<file path="src/rtl/uart_pkg.sv">
// Shared UART definitions: receiver state encoding, frame width and bit-period helper.
package uart_pkg;

   typedef enum logic [2:0] {
      StIdle,
      StStart,
      StData,
      StParity,
      StStop,
      StBreak
   } uart_state_e;

   localparam int unsigned DATA_BITS = 8;

   // Whole clocks per bit period (integer division); shared with baud_gen.
   function automatic int unsigned calc_clks_per_bit(input int unsigned clk_hz,
                                                      input int unsigned baud);
      return clk_hz / baud;
   endfunction

endpackage

</file>
<file path="src/rtl/sync_2ff.sv">
// Two-flop synchronizer for asynchronous inputs; flops reset to all-ones (idle-high lines).
module sync_2ff #(
   parameter int unsigned WIDTH = 1
) (
   input  logic             i_clk,
   input  logic             i_rst,
   input  logic [WIDTH-1:0] i_d,
   output logic [WIDTH-1:0] o_q
);

   logic [WIDTH-1:0] r_meta;
   logic [WIDTH-1:0] r_sync;

   // Metastability chain: first flop may go metastable, second presents a clean level.
   always_ff @(posedge i_clk) begin
      if (i_rst) begin
         r_meta <= '1;
         r_sync <= '1;
      end else begin
         r_meta <= i_d;
         r_sync <= r_meta;
      end
   end

   assign o_q = r_sync;

endmodule

</file>
<file path="src/rtl/uart_rx.sv">
// 8N1 UART receiver with start-edge re-phased mid-bit sampling.
// Optional even-parity bit between data and stop when UART_RX_PARITY_EN is defined.
module uart_rx
   import uart_pkg::*;
#(
   parameter int unsigned CLK_HZ = 50_000_000,
   parameter int unsigned BAUD   = 115200
) (
   input  logic       i_clk,
   input  logic       i_rst,
   input  logic       i_rx_line,
   output logic [7:0] o_data_out,
   output logic       o_valid,
   output logic       o_busy,
   output logic       o_frame_err,
   output logic       o_parity_err
);

   localparam int unsigned CLKS_PER_BIT = calc_clks_per_bit(CLK_HZ, BAUD);
   localparam int unsigned HALF_BIT     = CLKS_PER_BIT / 2;
   localparam int unsigned CNT_W        = $clog2(CLKS_PER_BIT + 1);
   localparam logic [CNT_W-1:0] BIT_END  = CNT_W'(CLKS_PER_BIT - 1);
   localparam logic [CNT_W-1:0] HALF_END = CNT_W'(HALF_BIT - 1);
   localparam logic [2:0]       LAST_BIT = 3'(DATA_BITS - 1);

   logic              w_rx_s;
   uart_state_e       r_state, w_state_nxt;
   logic [CNT_W-1:0]  r_cnt, w_cnt_nxt;
   logic [2:0]        r_bit_idx, w_bit_idx_nxt;
   logic [7:0]        r_shift, w_shift_nxt;
   logic [7:0]        r_data, w_data_nxt;
   logic              r_valid, w_valid_nxt;
   logic              r_frame_err, w_frame_err_nxt;
   logic              w_par_bad;
`ifdef UART_RX_PARITY_EN
   logic              r_par_bit, w_par_bit_nxt;
   logic              r_parity_err, w_parity_err_nxt;
`endif

   sync_2ff #(
      .WIDTH (1)
   ) u_sync_rx (
      .i_clk (i_clk),
      .i_rst (i_rst),
      .i_d   (i_rx_line),
      .o_q   (w_rx_s)
   );

`ifdef UART_RX_PARITY_EN
   // Even parity: data XOR parity bit must be zero.
   assign w_par_bad = r_par_bit ^ (^r_shift);
`else
   assign w_par_bad = 1'b0;
`endif

   // State and datapath registers; reset abandons any partial frame.
   always_ff @(posedge i_clk) begin
      if (i_rst) begin
         r_state      <= StIdle;
         r_cnt        <= '0;
         r_bit_idx    <= '0;
         r_shift      <= '0;
         r_data       <= '0;
         r_valid      <= 1'b0;
         r_frame_err  <= 1'b0;
`ifdef UART_RX_PARITY_EN
         r_par_bit    <= 1'b0;
         r_parity_err <= 1'b0;
`endif
      end else begin
         r_state      <= w_state_nxt;
         r_cnt        <= w_cnt_nxt;
         r_bit_idx    <= w_bit_idx_nxt;
         r_shift      <= w_shift_nxt;
         r_data       <= w_data_nxt;
         r_valid      <= w_valid_nxt;
         r_frame_err  <= w_frame_err_nxt;
`ifdef UART_RX_PARITY_EN
         r_par_bit    <= w_par_bit_nxt;
         r_parity_err <= w_parity_err_nxt;
`endif
      end
   end

   // Next-state logic: half-bit start qualification, then full-bit steps to each bit centre.
   always_comb begin
      w_state_nxt     = r_state;
      w_cnt_nxt       = r_cnt;
      w_bit_idx_nxt   = r_bit_idx;
      w_shift_nxt     = r_shift;
      w_data_nxt      = r_data;
      w_valid_nxt     = 1'b0;
      w_frame_err_nxt = 1'b0;
`ifdef UART_RX_PARITY_EN
      w_par_bit_nxt    = r_par_bit;
      w_parity_err_nxt = 1'b0;
`endif
      unique case (r_state)
         StIdle: begin
            w_cnt_nxt = '0;
            if (!w_rx_s) w_state_nxt = StStart;
         end
         StStart: begin
            if (r_cnt == HALF_END) begin
               w_cnt_nxt     = '0;
               w_bit_idx_nxt = '0;
               // Line back high at the start-bit centre means it was a glitch.
               w_state_nxt   = w_rx_s ? StIdle : StData;
            end else begin
               w_cnt_nxt = r_cnt + 1'b1;
            end
         end
         StData: begin
            if (r_cnt == BIT_END) begin
               w_cnt_nxt     = '0;
               w_shift_nxt   = {w_rx_s, r_shift[7:1]};
               w_bit_idx_nxt = r_bit_idx + 1'b1;
               if (r_bit_idx == LAST_BIT) begin
`ifdef UART_RX_PARITY_EN
                  w_state_nxt = StParity;
`else
                  w_state_nxt = StStop;
`endif
               end
            end else begin
               w_cnt_nxt = r_cnt + 1'b1;
            end
         end
         StParity: begin
`ifdef UART_RX_PARITY_EN
            if (r_cnt == BIT_END) begin
               w_cnt_nxt     = '0;
               w_par_bit_nxt = w_rx_s;
               w_state_nxt   = StStop;
            end else begin
               w_cnt_nxt = r_cnt + 1'b1;
            end
`else
            w_state_nxt = StIdle;
`endif
         end
         StStop: begin
            if (r_cnt == BIT_END) begin
               w_cnt_nxt = '0;
`ifdef UART_RX_PARITY_EN
               w_parity_err_nxt = w_par_bad;
`endif
               if (w_rx_s) begin
                  w_state_nxt = StIdle;
                  if (!w_par_bad) begin
                     w_data_nxt  = r_shift;
                     w_valid_nxt = 1'b1;
                  end
               end else begin
                  w_frame_err_nxt = 1'b1;
                  w_state_nxt     = StBreak;
               end
            end else begin
               w_cnt_nxt = r_cnt + 1'b1;
            end
         end
         StBreak: begin
            // Hold off until the line idles so a stuck-low line cannot re-trigger.
            w_cnt_nxt = '0;
            if (w_rx_s) w_state_nxt = StIdle;
         end
         default: begin
            w_state_nxt = StIdle;
            w_cnt_nxt   = '0;
         end
      endcase
   end

   assign o_data_out  = r_data;
   assign o_valid     = r_valid;
   assign o_busy      = (r_state != StIdle);
   assign o_frame_err = r_frame_err;
`ifdef UART_RX_PARITY_EN
   assign o_parity_err = r_parity_err;
`else
   assign o_parity_err = 1'b0;
`endif

endmodule

</file>
<file path="config.mk">
export PLATFORM = sky130hd
export DESIGN_NAME = uart_rx
export DESIGN_NICKNAME = d
export VERILOG_FILES = /design/src/rtl/uart_pkg.sv /design/src/rtl/sync_2ff.sv /design/src/rtl/uart_rx.sv
export SDC_FILE = /design/constraint.sdc
export NUM_CORES = 1
export LEC_CHECK = 0
export CAP_MARGIN = 20
export CORE_MARGIN = 1
export CORE_UTILIZATION = 34
export CTS_BUF_LIST = sky130_fd_sc_hd__clkbuf_4 sky130_fd_sc_hd__clkbuf_8
export CTS_CLUSTER_DIAMETER = 50
export CTS_CLUSTER_SIZE = 40
export DETAILED_ROUTE_END_ITERATION = 8
export HOLD_SLACK_MARGIN = 0.08
export PLACE_DENSITY = 0.56
export RECOVER_POWER = 100
export SLEW_MARGIN = 30
export SYNTH_ARGS = -nofsm -noshare
export SYNTH_HDL_FRONTEND = slang
export SYNTH_SLANG_ARGS = --single-unit
</file>
<file path="constraint.sdc">
create_clock -name i_clk -period 4.7 [get_ports i_clk]
set_input_delay 0.705 -clock i_clk [delete_from_list [all_inputs] [get_ports i_clk]]
set_output_delay 0.705 -clock i_clk [all_outputs]
set_load 0.03 [all_outputs]
</file>
## After elaboration in Yosys (flattened, before gate mapping)

Cells that the tools add are included.

| operators by class | value |
|---|---|
| reduce and logical (&&, ||, !) cells | 9 |
| bitwise gates (word level) | 2 |
| equality and inequality tests | 14 |
| muxes and demuxes | 17 |
| add/subtract/negate cells | 2 |

Operator list:

| cell | number |
|---|---|
| 2-to-1 mux 3 bit | 9 |
| case mux 9 bit (3 select lines) | 1 |
| 2-to-1 mux 9 bit | 2 |
| case mux 3 bit (5 select lines) | 1 |
| inequality test 2 bit (second input constant) | 5 |
| adder 9 x 1 -> 9 bit (second input constant) | 1 |
| equality test 3 bit (second input constant) | 3 |
| equality test 9 x 8 -> 1 bit (second input constant) | 1 |
| equality test 9 bit (second input constant) | 1 |
| equality test 3 x 2 -> 1 bit (second input constant) | 2 |
| case mux 3 bit (2 select lines) | 1 |
| AND reduction 3 bit | 2 |
| AND reduction 6 bit | 1 |
| adder 3 x 1 -> 3 bit (second input constant) | 1 |
| equality test 3 x 1 -> 1 bit (second input constant) | 1 |
| logical NOT 3 bit | 1 |
| nonzero test 3 bit | 1 |
| OR reduction 3 bit | 1 |
| 2-to-1 mux 1 bit | 2 |
| 2-to-1 mux 2 bit | 1 |
| inequality test 2 x 1 -> 1 bit (second input constant) | 1 |
| inverter 1 bit | 2 |
| AND reduction 2 bit | 1 |
| nonzero test 2 bit | 1 |
| OR reduction 2 bit | 1 |

| word-level totals | value |
|---|---|
| output and inout port bits | 12 |
| register bits after elaboration | 35 |
| word-level logic and storage cells | 53 |
| input port bits | 3 |

## Longest topological paths before layout

| depth | value |
|---|---|
| depth after elaboration | 4 |
| mapped depth | 8 |
| mapped depth without buffers | 7 |

## Hierarchy

Synthesis repeated with hierarchy kept, for this count alone.

| unflattened totals | value |
|---|---|
| cell total of the unflattened synthesis | 191 |
| area, all modules | 1729.2 um2 |

By module, submodules not included:

| module | cells each | area an instance (um2) | instances |
|---|---|---|---|
| uart_rx | 187 | 1676.6 | 1 |
| sync_2ff | 4 | 52.6 | 1 |

## Worst setup path before layout

Ideal clock, no wire load.

| path | value |
|---|---|
| kind | reg2reg |
| from | register r_cnt[0] |
| to | register r_cnt[7] |
| cell stages (with the launch flop) | 9 |
| clock period less this slack | 1.662 ns |
| arrival | 1.604 ns |
| path slack | 3.038 ns |
| path through | dfxtp_1 inv_1 ha_1 and4bb_2 a21boi_2 a21oi_4 buf_6 a311oi_1 o22a_1 |

| between the ends | value |
|---|---|
| longest elaborated chain between the ends | 3 |
| elaborated cells between the ends (all ways) | 6 |

RTL lines:

| item | RTL line | RTL |
|---|---|---|
| start: declaration | uart_rx.sv:28 | `logic [CNT_W-1:0] r_cnt, w_cnt_nxt;` |
| start signal: assignment | uart_rx.sv:72 | `r_cnt <= w_cnt_nxt;` |
| adder 9 x 1 -> 9 bit, or another cell as far along | uart_rx.sv:110, uart_rx.sv:126, uart_rx.sv:159 |  |
| 2-to-1 mux 9 bit (on tied branches) | uart_rx.sv:114, uart_rx.sv:143, uart_rx.sv:104 |  |
| case mux 9 bit (3 select lines) * | uart_rx.sv:98 | `unique case (r_state)` |

Every way passes the cells marked *; elsewhere a longest branch is shown, timed or not.
A chain may end at the register's enable or synchronous reset.

==> impl_metrics.env <==
export IMPL_antenna_cells=0
export IMPL_layout_drive_gt1_share_pct=12.6
export IMPL_rr_startpoint="r_state[1]"
export IMPL_ant_nets=0
export IMPL_end_kind="flop"
export IMPL_root_buffer="clkbuf_8"
export IMPL_drc_errors=0
export IMPL_crit_fanout=40
export IMPL_slew_headroom_pct=-11.0
export IMPL_status="complete, but fails checks"
export IMPL_postCtsResizedCells=0
export IMPL_ctsHoldBuffers=0
export IMPL_cp_start_kind="input port"
export IMPL_ios=15
export IMPL_fmax_mhz=323
export IMPL_worst_ep_required_time_ns=4.88
export IMPL_dp_final_hpwl_microns=2290
export IMPL_whs_path_depth=1
export IMPL_antenna_found_initial=0
export IMPL_dp_cells=250
export IMPL_wl_per_cell_microns=12.9
export IMPL_syn_area_sq_mm=0.00170
export IMPL_arrival_ns=3.27
export IMPL_synth_distinct_cells=44
export IMPL_ys_ff_latch=35
export IMPL_ys_seq_area_share_pct=41.3
export IMPL_tightest_slew_ns=1.67
export IMPL_core_area_sq_mm=0.00475
export IMPL_cts_tree="built"
export IMPL_grt_pass1_vias=1308
export IMPL_setup_ws_ns=1.61
export IMPL_power_leakage_nw=0.790
export IMPL_vias_per_cell=5.10
export IMPL_drt_iter0_markers=29
export IMPL_dieWidth_microns=72.7
export IMPL_syn_inst=180
export IMPL_timing_rr_end="r_bit_idx[0]"
export IMPL_synth_warnings=0
export IMPL_violations="capacitance limit, slew limit"
export IMPL_overflow=0
export IMPL_clk_path_buf_depth=2
export IMPL_finalSetupViolCount=0
export IMPL_io_buffer_count=13
export IMPL_hold_class="reg2reg"
export IMPL_holdPathEnd="u_sync_rx.o_q"
export IMPL_period_share_pct=65.8
export IMPL_post_cts_buffers=0
export IMPL_hold_violations=0
export IMPL_dp_slack_ns=2.41
export IMPL_grt_first_pass_wirelength_microns=5770
export IMPL_clock_latency_ns=0.28
export IMPL_maxCapViolCount=1
export IMPL_drt_first_pass_iters=4
export IMPL_utilization_pct=41.2
export IMPL_nets=198
export IMPL_min_period_ns=3.09
export IMPL_cts_max_level=2
export IMPL_start_util_pct=35.7
export IMPL_min_from="u_sync_rx.r_meta"
export IMPL_grt_start_max_net_pins=41
export IMPL_die_area_sq_mm=0.00528
export IMPL_r2r_cells=5
export IMPL_syn_nets=188
export IMPL_gp_congestion=0.767
export IMPL_syn_area_per_cell_sq_um=9.43
export IMPL_pwr_density_cell_mw_per_mm2=309
export IMPL_skew_ns=0.00367
export IMPL_area_growth_pct=15.3
export IMPL_slew_violations=41
export IMPL_setup_tns_ns=0
export IMPL_die_h_microns=72.7
export IMPL_worst_r2r_setup_slack_ns=2.65
export IMPL_rsz0062_at_grt="no"
export IMPL_clock_sinks=35
export IMPL_crit_type="in2reg"
export IMPL_wl_microns=3330
export IMPL_via_count=1316
export IMPL_fin_cells=258
export IMPL_ir_worst_vdd_mv=0.115
export IMPL_grtUsageTotal_pct=14.1
export IMPL_cts_buffers_inserted=5
export IMPL_path_clk_slew_ns=0.07
export IMPL_rows=25
## per-layer routing
layer	part of all wire [%]	vias to the layer above	GRT usage, %
met4	1.4	0	6.97
met5	0	-	0
met2	48	19	23.3
li1	-	671	-
met1	47	622	16.5
met3	2.8	4	4.42
## how the worst max path moves through the flow
stage / start / endpoint / slack [ns]
finish: i_rst / r_cnt[5] / 1.61
detailed placement: i_rst / r_cnt[5] / 2.41
global placement: i_rst / r_cnt[6] / 2.47
global route: i_rst / r_cnt[5] / 1.38
floorplan: r_state[2] / o_busy / 3.04
CTS: r_state[2] / o_busy / 2.29
## cell usage in the layout (no fill, tap or decap), types with 2 or more instances in the layout
| cell | netlist | routed |
|---|---|---|
| and4bb_2 | 3 | 2 |
| or3b_2 | 2 | 2 |
| nand3b_1 | 2 | 2 |
| o311ai_0 | 4 | 4 |
| nor2_1 | 25 | 25 |
| a21oi_1 | 7 | 7 |
| ha_1 | 5 | 5 |
| nor2b_1 | 2 | 2 |
| nor3_1 | 4 | 4 |
| nand2b_1 | 3 | 3 |
| nand2_1 | 11 | 11 |
| dlygate4sd3_1 | 0 | 12 |
| or2_2 | 2 | 2 |
| o21a_1 | 4 | 4 |
| nand3_1 | 5 | 5 |
| and4b_1 | 2 | 2 |
| inv_1 | 4 | 4 |
| nor4_1 | 2 | 2 |
| dfxtp_1 | 35 | 35 |
| mux2i_1 | 17 | 17 |
| and3_1 | 3 | 3 |
| nand4_1 | 2 | 2 |
| nor3b_1 | 4 | 4 |
| o22a_1 | 3 | 3 |
| nor3b_2 | 2 | 2 |
| clkbuf_8 | 0 | 7 |
## state kept, by name, summed over array words and instances, names as in the netlist
signal	cells
r_cnt	9
u_sync_rx.o_q	1
r_bit_idx	3
o_frame_err	1
r_shift	8
u_sync_rx.r_meta	1
o_data_out	8
o_valid	1
r_state	3
## critical path, cell delays in order
cell and delay, ns:
dlygate4sd3_1 0.52, clkbuf_1 1.20, inv_1 0.21, nand2b_1 0.28
o311ai_0 0.18, o21a_1 0.18
## power by group
group / internal (W) / switching [W]
clock: 0.000133 / 0.000108
combinational: 0.0000213 / 0.0000287
sequential: 0.000302 / 0.0000111
## cells in the mapped netlist, drive strengths merged
library cell	number	area [sq um]
ha	5	62.6
and4bb	3	37.5
o22a	3	26.3
nor2b	2	12.5
a311oi	1	8.76
or3b	2	17.5
a21oi	9	60.1
buf	6	43.8
conb	1	3.75
or2	2	12.5
o221a	1	11.3
a21boi	2	18.8
a211oi	1	7.51
clkbuf	5	18.8
a211o	1	8.76
o21ai	1	5.00
nand4	3	25.0
nor4	2	12.5
nand2	11	41.3
or3	1	6.26
mux2i	17	170
nand3b	2	15.0
nand3	6	35.0
dfxtp	35	701
and4b	3	31.3
nor3	4	20.0
a2111o	1	11.3
nor3b	6	55.1
nand2b	3	18.8
and3	4	26.3
o21a	4	30.0
o311ai	4	35.0
inv	4	15.0
nor2	25	93.8
## cell families (layout without fill, tap and decap cells)
logic type	Yosys count	count (layout)	synth area share (%)
and+or+nand+nor	79	79	27.1
DFF	35	35	41.3
AOI/OAI and AO/OA	28	28	13.1
muxes	17	17	10.0
buffers and inverters	15	26	4.57
adders and majority gates	5	5	3.68
other	1	1	0.221
## stage by stage
step                area (sq um)  hold WS (ns)  total power [W]
floorplan                   1700         0.389         0.000361
global placement            1860         0.398         0.000370
detailed placement          1860         0.396         0.000371
CTS                         1960         0.414         0.000613
global route                1960         0.446         0.000632
finish                      1960         0.411         0.000605
## area by class of cell
type	instances	area (sq um)
clock inverters	1	7.51
clock buffers	7	96.3
repair buffers	14	134
fillers	491	2800
multi-input cells	130	920
inverters	4	15.0
flip-flops and latches	35	701
well taps	67	83.8
Power figures use the tool's default switching activity.
